### src/rtl/mdr_mem_port.sv
//------------------------------------------------------------------------------
// mdr_mem_port
//   Memory Data Register with a memory handshake port. The MDR can be loaded
//   directly from the internal bus in one cycle, or filled or stored through a
//   request/acknowledge memory transaction run by a small FSM
//   (IDLE -> RD/WR -> DONE -> IDLE). The control unit issues a command while
//   the port is idle and then waits for the one-cycle done pulse.
//
//   Build option:
//     MDR_TIMEOUT_EN  when defined, a pending RD/WR is abandoned after TIMEOUT
//                     cycles without mem_ack. The port then finishes through
//                     DONE and raises the sticky err flag. When undefined,
//                     RD/WR wait for mem_ack indefinitely and err is tied to 0.
//
// Parameters
//   DATA_W   width of MDR, bus and memory data
//   ADDR_W   width of memory address
//   TIMEOUT  wait limit in cycles for mem_ack (timeout build only), >= 1
//
// Ports
//   clk        clock, all state changes on the rising edge
//   clear      synchronous active-high reset
//   MDRin      load command; with Read=0 loads busMuxOut, with Read=1 reads memory
//   Read       source select for MDRin
//   Write      memory write command (stores MDR); MDRin has priority
//   addr       transaction address, captured when a RD/WR command is accepted
//   busMuxOut  internal bus data
//   mem_rdata  memory read data, valid together with mem_ack
//   mem_ack    memory completion
//   mem_req    memory request, high for the whole RD/WR state
//   mem_we     1 = write transaction, 0 = read
//   mem_addr   captured transaction address
//   mem_wdata  write data (always the MDR contents)
//   mdr_out    MDR contents, drives the internal bus
//   busy       high in RD, WR and DONE
//   done       one-cycle pulse when a memory transaction finishes
//   err        timeout flag, sticky until the next accepted RD/WR command
//------------------------------------------------------------------------------
module mdr_mem_port #(
   parameter int DATA_W  = 32,
   parameter int ADDR_W  = 9,
   parameter int TIMEOUT = 15
) (
   input  logic              clk,
   input  logic              clear,
   input  logic              MDRin,
   input  logic              Read,
   input  logic              Write,
   input  logic [ADDR_W-1:0] addr,
   input  logic [DATA_W-1:0] busMuxOut,
   input  logic [DATA_W-1:0] mem_rdata,
   input  logic              mem_ack,
   output logic              mem_req,
   output logic              mem_we,
   output logic [ADDR_W-1:0] mem_addr,
   output logic [DATA_W-1:0] mem_wdata,
   output logic [DATA_W-1:0] mdr_out,
   output logic              busy,
   output logic              done,
   output logic              err
);

   typedef enum logic [1:0] {
      S_IDLE = 2'd0,
      S_RD   = 2'd1,
      S_WR   = 2'd2,
      S_DONE = 2'd3
   } state_t;

   state_t              r_state;
   state_t              w_state_nxt;
   logic [DATA_W-1:0]   r_mdr;
   logic [ADDR_W-1:0]   r_addr;

   logic                w_mem_busy;   // in RD or WR
   logic                w_load_bus;   // single-cycle MDR load from the bus
   logic                w_accept;     // RD/WR command accepted this edge
   logic                w_load_rd;    // read data returned this edge
   logic                w_expired;    // wait limit reached this cycle

   if (TIMEOUT < 1) begin : g_timeout_check
      $error("mdr_mem_port: TIMEOUT must be >= 1");
   end

   assign w_mem_busy = (r_state == S_RD) || (r_state == S_WR);

   //---------------------------------------------------------------------------
   // Optional wait-limit counter
   //---------------------------------------------------------------------------
`ifdef MDR_TIMEOUT_EN
   localparam int CNT_W = $clog2(TIMEOUT + 1);

   logic [CNT_W-1:0] r_cnt;
   logic             r_err;
   logic             w_timeout;

   assign w_expired = (r_cnt == CNT_W'(TIMEOUT));
   // Ack at the limit edge wins: only an unanswered limit counts as a timeout.
   assign w_timeout = w_mem_busy && !mem_ack && w_expired;

   always_ff @(posedge clk) begin
      if (clear) begin
         r_cnt <= '0;
         r_err <= 1'b0;
      end else begin
         if (w_accept) begin
            r_cnt <= '0;
            r_err <= 1'b0;
         end else if (w_mem_busy && !w_expired) begin
            r_cnt <= r_cnt + CNT_W'(1);
         end
         if (w_timeout) begin
            r_err <= 1'b1;
         end
      end
   end

   assign err = r_err;
`else
   assign w_expired = 1'b0;
   assign err       = 1'b0;
`endif

   //---------------------------------------------------------------------------
   // State and data registers
   //---------------------------------------------------------------------------
   always_ff @(posedge clk) begin
      // NOTE: clocked state uses non-blocking assignments so every register
      // samples the values from before the edge, independent of statement order.
      if (clear) begin
         // NOTE: the data registers are reset as well, because an aborted
         // transaction must leave a zeroed MDR and address behind.
         r_state <= S_IDLE;
         r_mdr   <= '0;
         r_addr  <= '0;
      end else begin
         r_state <= w_state_nxt;
         if (w_load_bus) begin
            r_mdr <= busMuxOut;
         end else if (w_load_rd) begin
            r_mdr <= mem_rdata;
         end
         if (w_accept) begin
            r_addr <= addr;
         end
      end
   end

   //---------------------------------------------------------------------------
   // Next-state decode
   //---------------------------------------------------------------------------
   always_comb begin
      // NOTE: every signal gets a default before the case so no path leaves
      // it unassigned, which would otherwise infer a latch.
      w_state_nxt = r_state;
      w_load_bus  = 1'b0;
      w_accept    = 1'b0;
      w_load_rd   = 1'b0;

      case (r_state)
         S_IDLE: begin
            // MDRin outranks Write; a bus load completes without a done pulse.
            if (MDRin) begin
               if (Read) begin
                  w_accept    = 1'b1;
                  w_state_nxt = S_RD;
               end else begin
                  w_load_bus  = 1'b1;
               end
            end else if (Write) begin
               w_accept    = 1'b1;
               w_state_nxt = S_WR;
            end
         end
         S_RD: begin
            if (mem_ack) begin
               w_load_rd   = 1'b1;
               w_state_nxt = S_DONE;
            end else if (w_expired) begin
               w_state_nxt = S_DONE;
            end
         end
         S_WR: begin
            if (mem_ack || w_expired) begin
               w_state_nxt = S_DONE;
            end
         end
         S_DONE: begin
            w_state_nxt = S_IDLE;
         end
         default: begin
            w_state_nxt = S_IDLE;
         end
      endcase
   end

   //---------------------------------------------------------------------------
   // Outputs, decoded from registered state only
   //---------------------------------------------------------------------------
   assign mem_req   = w_mem_busy;
   assign mem_we    = (r_state == S_WR);
   assign mem_addr  = r_addr;
   assign mem_wdata = r_mdr;
   assign mdr_out   = r_mdr;
   assign busy      = (r_state != S_IDLE);
   assign done      = (r_state == S_DONE);

endmodule

### config.mk
export PLATFORM = sky130hd
export DESIGN_NAME = mdr_mem_port
export DESIGN_NICKNAME = d
export VERILOG_FILES = /design/src/rtl/mdr_mem_port.sv
export SDC_FILE = /design/constraint.sdc
export NUM_CORES = 1
export LEC_CHECK = 0
export BUFFER_PORTS_ARGS = -buffer_cell sky130_fd_sc_hd__buf_4
export CORE_MARGIN = 2
export CORE_UTILIZATION = 44
export DETAILED_ROUTE_END_ITERATION = 10
export PLACE_DENSITY_LB_ADDON = 0.08
export SLEW_MARGIN = 40
export SYNTH_ARGS = -nofsm -noshare
export SYNTH_HDL_FRONTEND = slang
export SYNTH_SLANG_ARGS = --single-unit
### constraint.sdc
create_clock -name clk -period 4.25 [get_ports clk]
set_input_delay 0.425 -clock clk [delete_from_list [all_inputs] [get_ports clk]]
set_output_delay 0.425 -clock clk [all_outputs]
set_load 0.02 [all_outputs]
* Word-level counts from Yosys, hierarchy flattened
Cells that the tools add are included.
** Cells by class
- Eq/ne operators :: 6
- Mux-type cells :: 16
- Reductions and logical operators :: 6
** Operators with widths (number)
- two-way mux 32 bit :: 2
- two-way mux 1 bit :: 9
- two-way mux 2 bit :: 4
- != test 3 bit (second input constant) :: 2
- one-hot mux 2 bit (3 select lines) :: 1
- == test 2 bit (second input constant) :: 2
- nonzero test 2 bit :: 2
- AND reduction 3 bit :: 1
- == test 2 x 1 -> 1 bit (second input constant) :: 1
- logical NOT 2 bit :: 1
- != test 2 x 1 -> 1 bit (second input constant) :: 1
- OR reduction 2 bit :: 1
- logical OR 1 bit :: 1
** Storage, ports and cells
- Bits in registers :: 43
- Input bits :: 79
- Word-level logic and storage cells :: 31

* Logic depth before layout (Yosys ltp)
- Word-level depth :: 4
- Mapped depth :: 7

* Worst setup path after synthesis
No wires, ideal clock.
- Path kind :: reg-to-reg
- Start :: register r_state[0]
- End :: register r_state[0]
- Library setup time :: 0.121 ns
- Arrival time :: 1.442 ns
- Required time :: 4.129 ns
- Slack :: 2.687 ns
- Stages on the path, launching flop included :: 6
- Path buffers :: 0
- Period minus slack after synthesis :: 1.563 ns
- Cells stage by stage :: dfxtp_1 -> inv_1 -> ha_1 -> nor2b_1 -> a21oi_2 -> mux2_4
** On the way
- Word-level cells in the longest chain between the ends :: 4
- Elaborated cells on any way between the ends :: 10
- Those cells by class :: eq/ne: 6; mux: 1; reduce/logical: 3
** Ends and longest elaborated chain
- start: declaration :: line 70 : state_t r_state;
- start signal: assignment :: line 137 : r_state <= w_state_nxt;
- == test 2 bit / == test 2 x 1 -> 1 bit (equally long branches) :: line 160 : case (r_state)
- OR reduction 2 bit (no line)
- != test 2 x 1 -> 1 bit (no line)
- AND reduction 3 bit (no line)
Parallel ways exist; a longest one is shown, timed or not.
A chain may end at the register's enable or synchronous reset.

* Worst setup path after layout
- Start :: register r_state[0]
- End :: output port busy
** On the way
- Word-level cells in the longest chain between the ends :: 1
** Ends and longest elaborated chain
- nonzero test 2 bit :: line 205 : assign busy = (r_state != S_IDLE);
- end: declaration :: line 58 : output logic busy,
Every way passes these cells.

==> flow_metrics.py <==
metrics = {
    "yosys": {
        "syn-cell-area_mm2": 0.00222,
        "synth_async_sr_flop_share_pct": 0,
        "synth.top_cells.by_count": "43 x sky130_fd_sc_hd__dfxtp_1, 41 x sky130_fd_sc_hd__nand3_1, 35 x sky130_fd_sc_hd__nor2_1, 33 x sky130_fd_sc_hd__buf_4, 33 x sky130_fd_sc_hd__nand2_1",
        "sequential_fraction_of_the_synthesis_area_pct": 38.8,
        "yosysMostFrequentCell": "sky130_fd_sc_hd__dfxtp_1",
        "post-synth-top-area-cell": "sky130_fd_sc_hd__dfxtp_1",
        "mappedNetlistNets": 362,
        "yosysTopAreaCellShare_pct": 38.8,
        "synth.top_cells.by_area": "sky130_fd_sc_hd__dfxtp_1 39%, sky130_fd_sc_hd__a311oi_1 13%, sky130_fd_sc_hd__buf_4 11%",
        "syn-instance-count": 278,
        "postSynth.topFlopCell": "sky130_fd_sc_hd__dfxtp_1",
        "postSynthAreaPerCell_um2": 7.98,
        "synth_enable_flop_cells": 0,
        "ys_warn_count": 0,
        "synth.distinct_cells": 24,
        "synth_seq_cells": 43,
    },
    "grt": {
        "largest_net_degree_at_the_start_of_global_routing": 46,
        "grt_pass1_vias": 2031,
        "grt_pass1_wl_mm": 9.11,
        "grt_overflow": 0,
        "grt_usage_pct": 20.8,
        "number_of_antenna_violations_at_the_first_check_in_global_routing": 0,
    },
    "sta": {
        "tightest_slew_ns": 0.628,
        "period_needed_ns": 2.23,
        "max_freq_mhz": 449,
        "whs_ns": 0.391,
        "rsz_0062_raised_after_global_routing": "false",
        "finalClockSkew_ns": 0.00317,
        "final-setup-viol-count": 0,
        "timing.slew.headroom_pct": 58.0,
        "fin_crit_sh_pct": 52.4,
        "finalMaxSlewViolations": 0,
        "timing.final.hold_violations": 0,
        "post_route_setup_tns_ns": 0,
    },
    "min_path": {
        "timing.hold.worst.class": "in -> reg",
    },
    "floorplan": {
        "chipWidth_um": 75.0,
        "die-area_mm2": 0.00563,
        "rows": 25,
        "placeableCoreArea_mm2": 0.00479,
        "effective_utilization_at_floorplan_pct": 46.4,
        "floorplan.io_pins": 157,
        "die_height_um": 75.0,
    },
    "drt": {
        "wl_met1_mm": 2.44,
        "detail_route.vias_per_cell": 5.11,
        "number_of_nets_still_failing_antenna_checks_after_routing": 0,
        "dr_wl_met2_mm": 3.26,
        "maxUsedRoutingLayer": "met4",
        "wl_met3_um": 545,
        "first_iter_violations": 125,
        "drt_drc_violations_left": 0,
        "num_vias": 2323,
        "wl_per_cell_um": 13.8,
        "route.final.wire_length_mm": 6.27,
        "total_iterations_of_the_first_detailed_routing_run": 4,
    },
    "clocking": {
        "cts_num_sinks": 43,
        "hold_buffers": 0,
        "cts_max_path_buffers": 2,
        "cts-buffers-inserted": 5,
        "post-cts-setup-buffer-count": 0,
        "ctsHtreeMaxLevel": 2,
        "cts.root.buffer_cell": "sky130_fd_sc_hd__clkbuf_8",
        "clock_tree_from_tritoncts": "done",
        "postCtsResizedCells": 0,
        "cts.reportedPaths.clkPinSlew_ns": 0.08,
        "clock_latency_ns": 0.29,
    },
    "cells_and_area": {
        "antennaDiodeCount": 0,
        "layout-drive-gt1-share_pct": 44.1,
        "fillerInstances": 429,
        "area_delta_synth_final_pct": 47.1,
        "layout.nets": 471,
    },
    "flow_run": {
        "max-cap-violations": 0,
    },
    "worst_setup_path": {
        "critical-path-slowest-cell": "sky130_fd_sc_hd__ha_1",
        "cp_cell_sequence": "inv_1 > ha_1 > clkinv_1 > buf_4",
        "critPathKind": "reg -> out",
        "slowest_delay_ns": 0.45,
        "critPathMaxFanout": 12,
        "launching_element_type_of_the_critical_path": "flop",
        "setup.worst_path.end_class": "output pin",
        "timing.critical_path.required_ns": 3.83,
        "timing.critical_path.arrival_ns": 1.80,
    },
    "placed_design": {
        "buffer_ports.inserted": 155,
        "detailed_place_hpwl_mm": 4.49,
        "place_congestion": 0.810,
    },
    "status": {
        "run_status": "finished, final reports clean",
    },
    "pwr": {
        "leakage_nw": 1.50,
        "vdd_drop_max_v": 0.000373,
        "power.density_mw_per_mm2": 586,
    },
}
[layer usage]
| metal | vias up | track usage (%) |
|---|---|---|
| met2 | 101 | 37.3 |
| li1 | 1156 | - |
| met5 | - | 0 |
| met1 | 1064 | 25.1 |
| met4 | 0 | 4.56 |
| met3 | 2 | 5.09 |
[cell usage in the layout (no fill, tap or decap)]
master | synthesis | layout
sky130_fd_sc_hd__inv_1 | 2 | 2
sky130_fd_sc_hd__a21oi_1 | 9 | 9
sky130_fd_sc_hd__nand3_1 | 41 | 41
sky130_fd_sc_hd__nand2_2 | 0 | 1
sky130_fd_sc_hd__nand2_1 | 33 | 32
sky130_fd_sc_hd__a21oi_2 | 1 | 1
sky130_fd_sc_hd__ha_1 | 5 | 5
sky130_fd_sc_hd__o21ai_0 | 9 | 9
sky130_fd_sc_hd__nor2b_1 | 1 | 1
sky130_fd_sc_hd__nand3b_1 | 1 | 1
sky130_fd_sc_hd__conb_1 | 1 | 1
sky130_fd_sc_hd__dfxtp_1 | 43 | 43
sky130_fd_sc_hd__nand2b_1 | 1 | 1
sky130_fd_sc_hd__a311oi_1 | 32 | 32
sky130_fd_sc_hd__buf_6 | 0 | 1
sky130_fd_sc_hd__mux2i_2 | 1 | 1
sky130_fd_sc_hd__a211o_1 | 1 | 1
sky130_fd_sc_hd__mux2_2 | 1 | 1
sky130_fd_sc_hd__buf_12 | 0 | 1
sky130_fd_sc_hd__mux2i_1 | 2 | 2
sky130_fd_sc_hd__mux2_4 | 1 | 1
sky130_fd_sc_hd__nor2_1 | 35 | 35
sky130_fd_sc_hd__clkbuf_8 | 0 | 7
sky130_fd_sc_hd__clkinv_1 | 1 | 1
sky130_fd_sc_hd__clkbuf_1 | 11 | 1
sky130_fd_sc_hd__buf_4 | 33 | 157
[area by class of cell]
class | instances | area (um^2) | share of cell area, %
Clock buffer | 8 | 100 | 3.07
Inverter | 3 | 11.3 | 0.345
Multi-Input combinational cell | 175 | 997 | 30.6
Sequential cell | 43 | 861 | 26.4
Tap cell | 67 | 83.8 | 2.57
Timing Repair Buffer | 159 | 1210 | 37.1
[sequential cells by signal, summed over array words and instances (netlist names)]
signal    count
r_state       2
mem_addr      9
mdr_out      32
[final timing paths]
check	start	end	slack, ns	cells past startpoint
min	addr[7]	mem_addr[7]	0.39	3
max reg2reg	r_state[0]	mdr_out[10]	2.27	8
min reg2reg	mem_addr[7]	mem_addr[7]	0.48	2
max	r_state[0]	busy	2.02	4
[logic make-up after synthesis]
family | Yosys count | share of synthesized area, %
muxes | 5 | 2.71
buffers and inverters | 60 | 16.4
DFF | 43 | 38.8
and+or+nand+nor | 112 | 21.7
other | 1 | 0.169
adders and majority gates | 5 | 2.82
AOI/OAI and AO/OA | 52 | 17.5
[stage by stage]
stage / cell area (um^2) / cells / total power, mW / worst slack (ns) / utilization [%]
global route: 3260 / 455 / 2.03 / 1.92 / 68.2
detailed placement: 3160 / 447 / 1.64 / 2.28 / 66.1
finish: 3260 / 455 / 1.91 / 2.02 / 68.2
global placement: 3140 / 445 / 1.62 / 1.81 / 65.6
floorplan: 2220 / 278 / 1.31 / 2.69 / -
CTS: 3260 / 455 / 1.93 / 2.03 / 68.2
[where the power goes]
part	internal, mW	switching, mW	total, mW	leakage (nW)
combinational	0.438	0.604	1.04	1.10
sequential	0.510	0.0794	0.589	0.354
clock	0.148	0.134	0.282	0.0515
[critical path, delay by kind of cell (launching register included)]
kind                     cells  cell delay [ns]
buffers and inverters        3             0.73
adder cells (fa/ha/maj)      1             0.45
flip-flops                   1             0.34
No activity file was read; power rests on OpenSTA's default activity.
